--- src/rtl/instruction_fetch_stage.sv ---
// -----------------------------------------------------------------------------
// instruction_fetch_stage
//
// Front end of the MIPS pipeline. Owns the program counter, presents it to the
// asynchronous program ROM, and captures the returned instruction together with
// PC+4 into the IF/ID pipeline register. The next PC is chosen from the
// sequential path or from a redirect (JR/JALR, J/JAL, taken branch) resolved in
// ID. Fetch stops permanently once the PC leaves the program image.
//
// Ports:
//   clk, reset        rising-edge clock, asynchronous active-high reset
//   Stall             hold PC and IF/ID (load-use hazard from ID)
//   BranchTaken       conditional branch resolved taken, target BranchTarget
//   Jump              J/JAL in ID, target built from JumpIndex
//   JumpReg           JR/JALR in ID, target JumpRegTarget
//   Instruction       ROM read data for PC (combinational)
//   PC                current fetch address (register output)
//   IFID_Instruction  registered instruction
//   IFID_PCPlus4      registered PC+4 of that instruction
//   IFID_Valid        IF/ID holds a real instruction
//   Halted            fetch stopped on an illegal PC
//   FetchCount        instructions accepted into IF/ID (wraps)
// -----------------------------------------------------------------------------
module instruction_fetch_stage #(
    parameter logic [31:0] RESET_PC     = 32'h0040_0000,
    parameter int unsigned MEMORY_DEPTH = 32
) (
    input  logic        clk,
    input  logic        reset,
    input  logic        Stall,
    input  logic        BranchTaken,
    input  logic [31:0] BranchTarget,
    input  logic        Jump,
    input  logic [25:0] JumpIndex,
    input  logic        JumpReg,
    input  logic [31:0] JumpRegTarget,
    input  logic [31:0] Instruction,
    output logic [31:0] PC,
    output logic [31:0] IFID_Instruction,
    output logic [31:0] IFID_PCPlus4,
    output logic        IFID_Valid,
    output logic        Halted,
    output logic [31:0] FetchCount
);

    localparam int unsigned XLEN    = 32;
    localparam logic [XLEN-1:0] PC_STEP   = XLEN'(4);
    localparam logic [XLEN-1:0] MEM_WORDS = XLEN'(MEMORY_DEPTH);

    typedef enum logic [0:0] {
        ST_RUN  = 1'b0,
        ST_HALT = 1'b1
    } state_e;

    state_e            state_q, state_d;
    logic [XLEN-1:0]   pc_q, pc_d;
    logic [XLEN-1:0]   ifid_instr_q, ifid_instr_d;
    logic [XLEN-1:0]   ifid_pc_plus4_q, ifid_pc_plus4_d;
    logic              ifid_valid_q, ifid_valid_d;
    logic              halted_q, halted_d;
    logic [XLEN-1:0]   fetch_count_q, fetch_count_d;

    logic              redirect;
    logic [XLEN-1:0]   redirect_target;
    logic [XLEN-1:0]   jump_target;
    logic [XLEN-1:0]   pc_plus4;
    logic [XLEN-1:0]   pc_offset;
    logic              pc_legal;

    // Redirect target selection: JR beats J beats taken branch.
    always_comb begin
        jump_target = {ifid_pc_plus4_q[31:28], JumpIndex, 2'b00};
        redirect    = JumpReg | Jump | BranchTaken;
        if (JumpReg) begin
            redirect_target = JumpRegTarget;
        end else if (Jump) begin
            redirect_target = jump_target;
        end else begin
            redirect_target = BranchTarget;
        end
    end

    // PC legality against the program image; offset is only meaningful when
    // pc_q >= RESET_PC, which the same expression also requires.
    always_comb begin
        pc_plus4  = pc_q + PC_STEP;
        pc_offset = pc_q - RESET_PC;
        pc_legal  = (pc_q[1:0] == 2'b00)
                 && (pc_q >= RESET_PC)
                 && ((pc_offset >> 2) < MEM_WORDS);
    end

    // State register.
    always_ff @(posedge clk or posedge reset) begin
        if (reset) begin
            state_q <= ST_RUN;
        end else begin
            state_q <= state_d;
        end
    end

    // Next state: halt only on a quiet edge with an out-of-image PC.
    always_comb begin
        state_d = state_q;
        case (state_q)
            ST_RUN: begin
                if (!redirect && !Stall && !pc_legal) begin
                    state_d = ST_HALT;
                end
            end
            ST_HALT: begin
                state_d = ST_HALT;
            end
        endcase
    end

    // Datapath next values per state; everything holds unless updated.
    always_comb begin
        pc_d            = pc_q;
        ifid_instr_d    = ifid_instr_q;
        ifid_pc_plus4_d = ifid_pc_plus4_q;
        ifid_valid_d    = ifid_valid_q;
        halted_d        = halted_q;
        fetch_count_d   = fetch_count_q;
        case (state_q)
            ST_RUN: begin
                if (redirect) begin
                    // Redirect wins over Stall and legality; the wrong-path
                    // fetch becomes a bubble.
                    pc_d            = redirect_target;
                    ifid_instr_d    = '0;
                    ifid_pc_plus4_d = '0;
                    ifid_valid_d    = 1'b0;
                end else if (Stall) begin
                    pc_d = pc_q;
                end else if (pc_legal) begin
                    pc_d            = pc_plus4;
                    ifid_instr_d    = Instruction;
                    ifid_pc_plus4_d = pc_plus4;
                    ifid_valid_d    = 1'b1;
                    fetch_count_d   = fetch_count_q + XLEN'(1);
                end else begin
                    ifid_instr_d    = '0;
                    ifid_pc_plus4_d = '0;
                    ifid_valid_d    = 1'b0;
                    halted_d        = 1'b1;
                end
            end
            ST_HALT: begin
                halted_d = 1'b1;
            end
        endcase
    end

    // Datapath registers.
    always_ff @(posedge clk or posedge reset) begin
        if (reset) begin
            pc_q            <= RESET_PC;
            ifid_instr_q    <= '0;
            ifid_pc_plus4_q <= '0;
            ifid_valid_q    <= 1'b0;
            halted_q        <= 1'b0;
            fetch_count_q   <= '0;
        end else begin
            pc_q            <= pc_d;
            ifid_instr_q    <= ifid_instr_d;
            ifid_pc_plus4_q <= ifid_pc_plus4_d;
            ifid_valid_q    <= ifid_valid_d;
            halted_q        <= halted_d;
            fetch_count_q   <= fetch_count_d;
        end
    end

    assign PC               = pc_q;
    assign IFID_Instruction = ifid_instr_q;
    assign IFID_PCPlus4     = ifid_pc_plus4_q;
    assign IFID_Valid       = ifid_valid_q;
    assign Halted           = halted_q;
    assign FetchCount       = fetch_count_q;

endmodule

--- config.mk ---
export PLATFORM = sky130hd
export DESIGN_NAME = instruction_fetch_stage
export DESIGN_NICKNAME = d
export VERILOG_FILES = /design/src/rtl/instruction_fetch_stage.sv
export SDC_FILE = /design/constraint.sdc
export NUM_CORES = 1
export LEC_CHECK = 0
export BUFFER_PORTS_ARGS = -buffer_cell sky130_fd_sc_hd__buf_2
export CORE_MARGIN = 2
export CORE_UTILIZATION = 40
export CTS_CLUSTER_DIAMETER = 200
export CTS_CLUSTER_SIZE = 28
export DETAILED_ROUTE_END_ITERATION = 8
export GPL_ROUTABILITY_DRIVEN = 0
export PLACE_DENSITY = 0.8
export SYNTH_ARGS = -nofsm -noshare
export SYNTH_HDL_FRONTEND = slang
export SYNTH_SLANG_ARGS = --single-unit
--- constraint.sdc ---
create_clock -name clk -period 10.01 [get_ports clk]
set_input_delay 0.5005 -clock clk [delete_from_list [all_inputs] [get_ports clk]]
set_output_delay 0.5005 -clock clk [all_outputs]
set_load 0.02 [all_outputs]
Word level (Yosys, flattened, before mapping) --
Index checks and enable logic that the tools add are counted.
Cells by class: add/sub/neg operators 3, $lt $le $gt $ge 2, equal/unequal tests 4, muxes and demuxes 20, bitwise gates (word level) 5, reduce and logical (&&, ||, !) cells 13
Operators with widths (count):
- 32-bit 2-to-1 mux | 11
- 32-bit by 1-bit adder with 32-bit output (second input constant) | 1
- 32-bit by 3-bit adder with 32-bit output (second input constant) | 1
- 32-bit by 23-bit greater-or-equal comparator with 1-bit output (second input constant) | 1
- 32-bit by 23-bit subtractor with 32-bit output (second input constant) | 1
- 30-bit by 6-bit less-than comparator with 1-bit output (second input constant) | 1
- 1-bit 2-to-1 mux | 7
- 2-bit != test (second input constant) | 3
- 3-bit AND reduction | 2
- 1-bit logical AND | 4
- 1-bit case mux with 2 select lines | 2
- 4-bit AND reduction | 1
- 1-bit logical NOT | 3
- 1-bit inverter | 3
- 2-bit logical NOT | 1
- 2-bit by 1-bit != test with 1-bit output (second input constant) | 1
- 1-bit OR | 2
- 2-bit AND reduction | 1
- 2-bit nonzero test | 1
Storage, ports and cells: bits in registers 131, input bits 128, output and inout bits 130, word-level logic and storage cells 54

Longest topological paths before layout --
word-level depth 7, mapped depth 7, gate-level depth less buffers 6

Least setup slack after synthesis --
Ideal clock, no wire load.
path kind register -> register, start register pc_q[22] (netlist: PC[22]), end register pc_q[18] (netlist: PC[18]), library setup time 0.125 ns, data arrival time 2.266 ns, data required time 9.885 ns, setup slack 7.619 ns, cell stages (with the launch flop) 8, buffers on the path 2, period minus slack after synthesis 2.391 ns, cells stage by stage dfstp_2 nor4b_1 nand4_1 or4b_1 buf_2 nand2_1 buf_4 mux2_2
Between the ends: word-level cells in the longest chain between the ends 5, elaborated cells on any way between the ends 7, those cells by class add/sub: 1; order compare: 2; reduce/logical: 4
RTL lines:
- from (decl) | line 56 | logic [XLEN-1:0] pc_q, pc_d;
- from (signal assigned) | line 165 | pc_q <= pc_d;
- 32-bit by 23-bit subtractor with 32-bit output / 32-bit by 23-bit greater-or-equal comparator with 1-bit output (equally long branches) | line 87, 89
- 30-bit by 6-bit less-than comparator with 1-bit output / 1-bit logical AND (equally long branches) | line 90, 89
- 1-bit logical AND * | line 90 | && ((pc_offset >> 2) < MEM_WORDS);
- 2-bit nonzero test (no source line) *
- 3-bit AND reduction (no source line) *
Every way passes the cells marked *; elsewhere a longest branch is shown, timed or not. A chain may end at the register's enable or synchronous reset.

Worst setup path in the final report --
start input JumpReg, end register pc_q[18] (netlist: PC[18])
Between the ends: word-level cells in the longest chain between the ends 4, elaborated cells on any way between the ends 7, those cells by class eq/ne: 1; mux: 2; bitwise: 2; reduce/logical: 2
RTL lines:
- from (decl) | line 35 | input logic JumpReg,
- 1-bit OR (2 in a row) | line 73 | redirect = JumpReg | Jump | BranchTaken;
- 2-bit by 1-bit != test with 1-bit output (no source line) / 2-bit nonzero test (equally long branches)
- 3-bit AND reduction (no source line)
Several ways; a longest one is shown, not always the timed one.

==> summary.md <==
| Metric | Value |
|---|---|
| Post-DP HPWL | `13.14 mm` |
| Final worst slack | `7.138 ns` |
| CTS Buffer Depth | `2` |
| Fillers | `1364` |
| # port buffers | `257` |
| Final wirelength | `18.07 mm` |
| CORE AREA | `0.01509 sq mm` |
| Avg Inst Size Synth | `10.55 sq um` |
| Cell variety after synth | `55` |
| Die Y-Extent | `127.7 um` |
| Maxcap violations | `0` |
| Area of the die | `0.01630 sq mm` |
| YS warnings | `0` |
| Placed cell count | `990` |
| Drt wl/cell | `17.70 um` |
| H-Tree Level Count | `4` |
| Area delta synth->final | `32.45%` |
| Pwr Total | `1.611 mW` |
| Vias in the first global route | `5262` |
| Grt total ovfl | `0` |
| EDFF count, synth | `0` |
| Worst min-delay path class | `input pin to async pin` |
| Worst Path Max Fanout | `66` |
| Final Skew | `0.01416 ns` |
| Pre-CTS WS | `6.740 ns` |
| Post-CTS Hold Buffers | `0` |
| Status | `finished, final reports clean` |
| Final std cells w/o fill | `1021` |
| Cell count after synthesis | `580` |
| CP arrival | `3.17 ns` |
| Seq/Total Area, Yosys | `53.60%` |
| IO Pins | `258` |
| Netlist Area Pre-Place | `0.006118 sq mm` |
| Diodes inserted | `0` |
| Fmax | `348.2 MHz` |
| Residual DRC | `0` |
| Vias/cell | `5.407` |
| Routed Antenna Nets | `0` |
| Post-synth ARST share | `100.0%` |
| WP data required | `10.31 ns` |
| Minimum clock period | `2.872 ns` |
| Top cells by count, synth | `dfrtp_1 (130), nand2_1 (53), o21ai_0 (40)` |
| Largest net degree at the start of global routing | `77` |
| Final Setup Violations | `0` |
| Total power divided by cell area | `198.8 mW/mm^2` |
| Pre-antenna DRT Iters | `5` |
| Max rail drop VDD | `0.0001161 V` |
| Post-cts sizing count | `0` |
| Die W | `127.7 um` |
| Clock Sinks | `131` |
| Yosys reg bits | `131` |
| Crit Path Category | `input pin to flip-flop` |
| Iter 0 DRT Violations | `459` |
| Fraction of layout cells with a size suffix above 1 | `38.42%` |
| Most area-consuming cells after synthesis | `dfrtp_1 (53%), a22o_1 (5.4%), o21ai_0 (3.3%), nand2_1 (3.3%), and2_1 (2.9%)` |
| Initial Util | `40.55%` |
| Area leader, netlist | `dfrtp_1` |
| Top-count cell post-synth | `dfrtp_1` |
| # nets final | `951` |
| First-pass GRT wire length | `28.03 mm` |
| Clock root buffer | `clkbuf_16` |
| Rel. slew slack | `18.87%` |
| Post-synth top area share | `53.17%` |
| TritonCTS buffer count | `17` |
| Dominant synthesized flop cell | `dfrtp_1` |
| Initial antenna violation count | `0` |
| Layout Utilization | `53.71%` |
| Total global-route track usage | `22.13%` |
| RSZ-0062 raised after global routing | `no` |
| # rows | `45` |
| Final Hold Viols | `0` |
| Leakage | `4.167 nW` |
| Setup Fix Bufs, Post-CTS | `0` |
| Fin crit share | `28.69%` |
| Skew-Pair Late Insertion Delay | `0.42 ns` |
| Crit path launch type | `input pin` |
| Setup TNS Final | `0 ns` |
| DR vias | `5521` |
| Reg clk slew, reported paths | `0.06 ns` |
| Setup crit end kind | `flip-flop` |
| CTS tree | `built` |
| Syn Nets | `710` |
| Final Max Tran Viols | `0` |
| Slew @ Worst Pin | `1.214 ns` |
metal layers:
layer  track usage, %  vias up  wire, um
li1                 -     2617         -
met1            27.76     2642      7643
met2            37.09      248      8814
met3            6.302       14      1374
met4            7.111        0       235
met5                0        -         0
worst max-delay path, stage by stage:
cell and delay (ns):
buf_2 0.40, or3_1 0.65, nand2b_1 0.67, nand2_1 0.52, mux2_2 0.42
per-stage QoR:
step	hold WS (ns)	cell area, sq um
after floorplan	0.5777	6118
after global placement	0.4523	7507
after detailed placement	0.4546	7507
after CTS	0.2125	8104
after global routing	0.2609	8104
final	0.2011	8104
final timing paths:
kind	end	slack, ns	from	depth (start not counted)
max	PC[18]	7.14	JumpReg	5
min	FetchCount[8]	0.20	reset	2
max reg2reg	PC[18]	7.17	PC[22]	5
min reg2reg	FetchCount[31]	0.46	FetchCount[31]	1
max in group asynchronous	IFID_PCPlus4[28]	8.61	reset	3
min in group clk	IFID_Instruction[1]	0.30	Instruction[1]	2
sequential cells by signal (all words and copies together) (netlist names):
| register | cells |
|---|---|
| FetchCount | 32 |
| PC | 32 |
| IFID_Instruction | 32 |
| IFID_PCPlus4 | 32 |
| Halted | 1 |
| state_q | 1 |
| IFID_Valid | 1 |
report_power, final:
part / leakage [nW] / internal (mW) / switching (mW)
combinational: 2.16 / 0.122 / 0.200
clock: 0.269 / 0.385 / 0.231
sequential: 1.74 / 0.584 / 0.0900
total: 4.17 / 1.09 / 0.521
logic make-up after synthesis:
family	synth area share [%]
and+or+nand+nor	17.75
AOI/OAI and AO/OA	18.53
DFF	53.60
buffers and inverters	3.292
xor gates and xnor gates	5.010
muxes	1.411
adders and majority gates	0.4089
final cells by class:
cell class / instances / area, sq um / share of cell area (%)
Inverter: 11 / 46.29 / 0.5713
Timing Repair Buffer: 259 / 1301 / 16.06
Clock buffer: 20 / 466.7 / 5.759
Clock inverter: 11 / 130.1 / 1.606
Multi-Input combinational cell: 401 / 2645 / 32.64
Tap cell: 188 / 235.2 / 2.903
Sequential cell: 131 / 3279 / 40.47
cells in the final DEF (no fill, tap or decap), types with 15 or more instances in the layout:
cell type	n
a22o_1	38
a22oi_1	18
and2_1	28
buf_2	257
clkbuf_16	17
dfrtp_1	130
nand2_1	53
nand3_1	20
nand4_1	18
nor2_1	21
o21ai_0	40
xnor2_1	20
xor2_1	15
(Power assumes the default switching activity.)
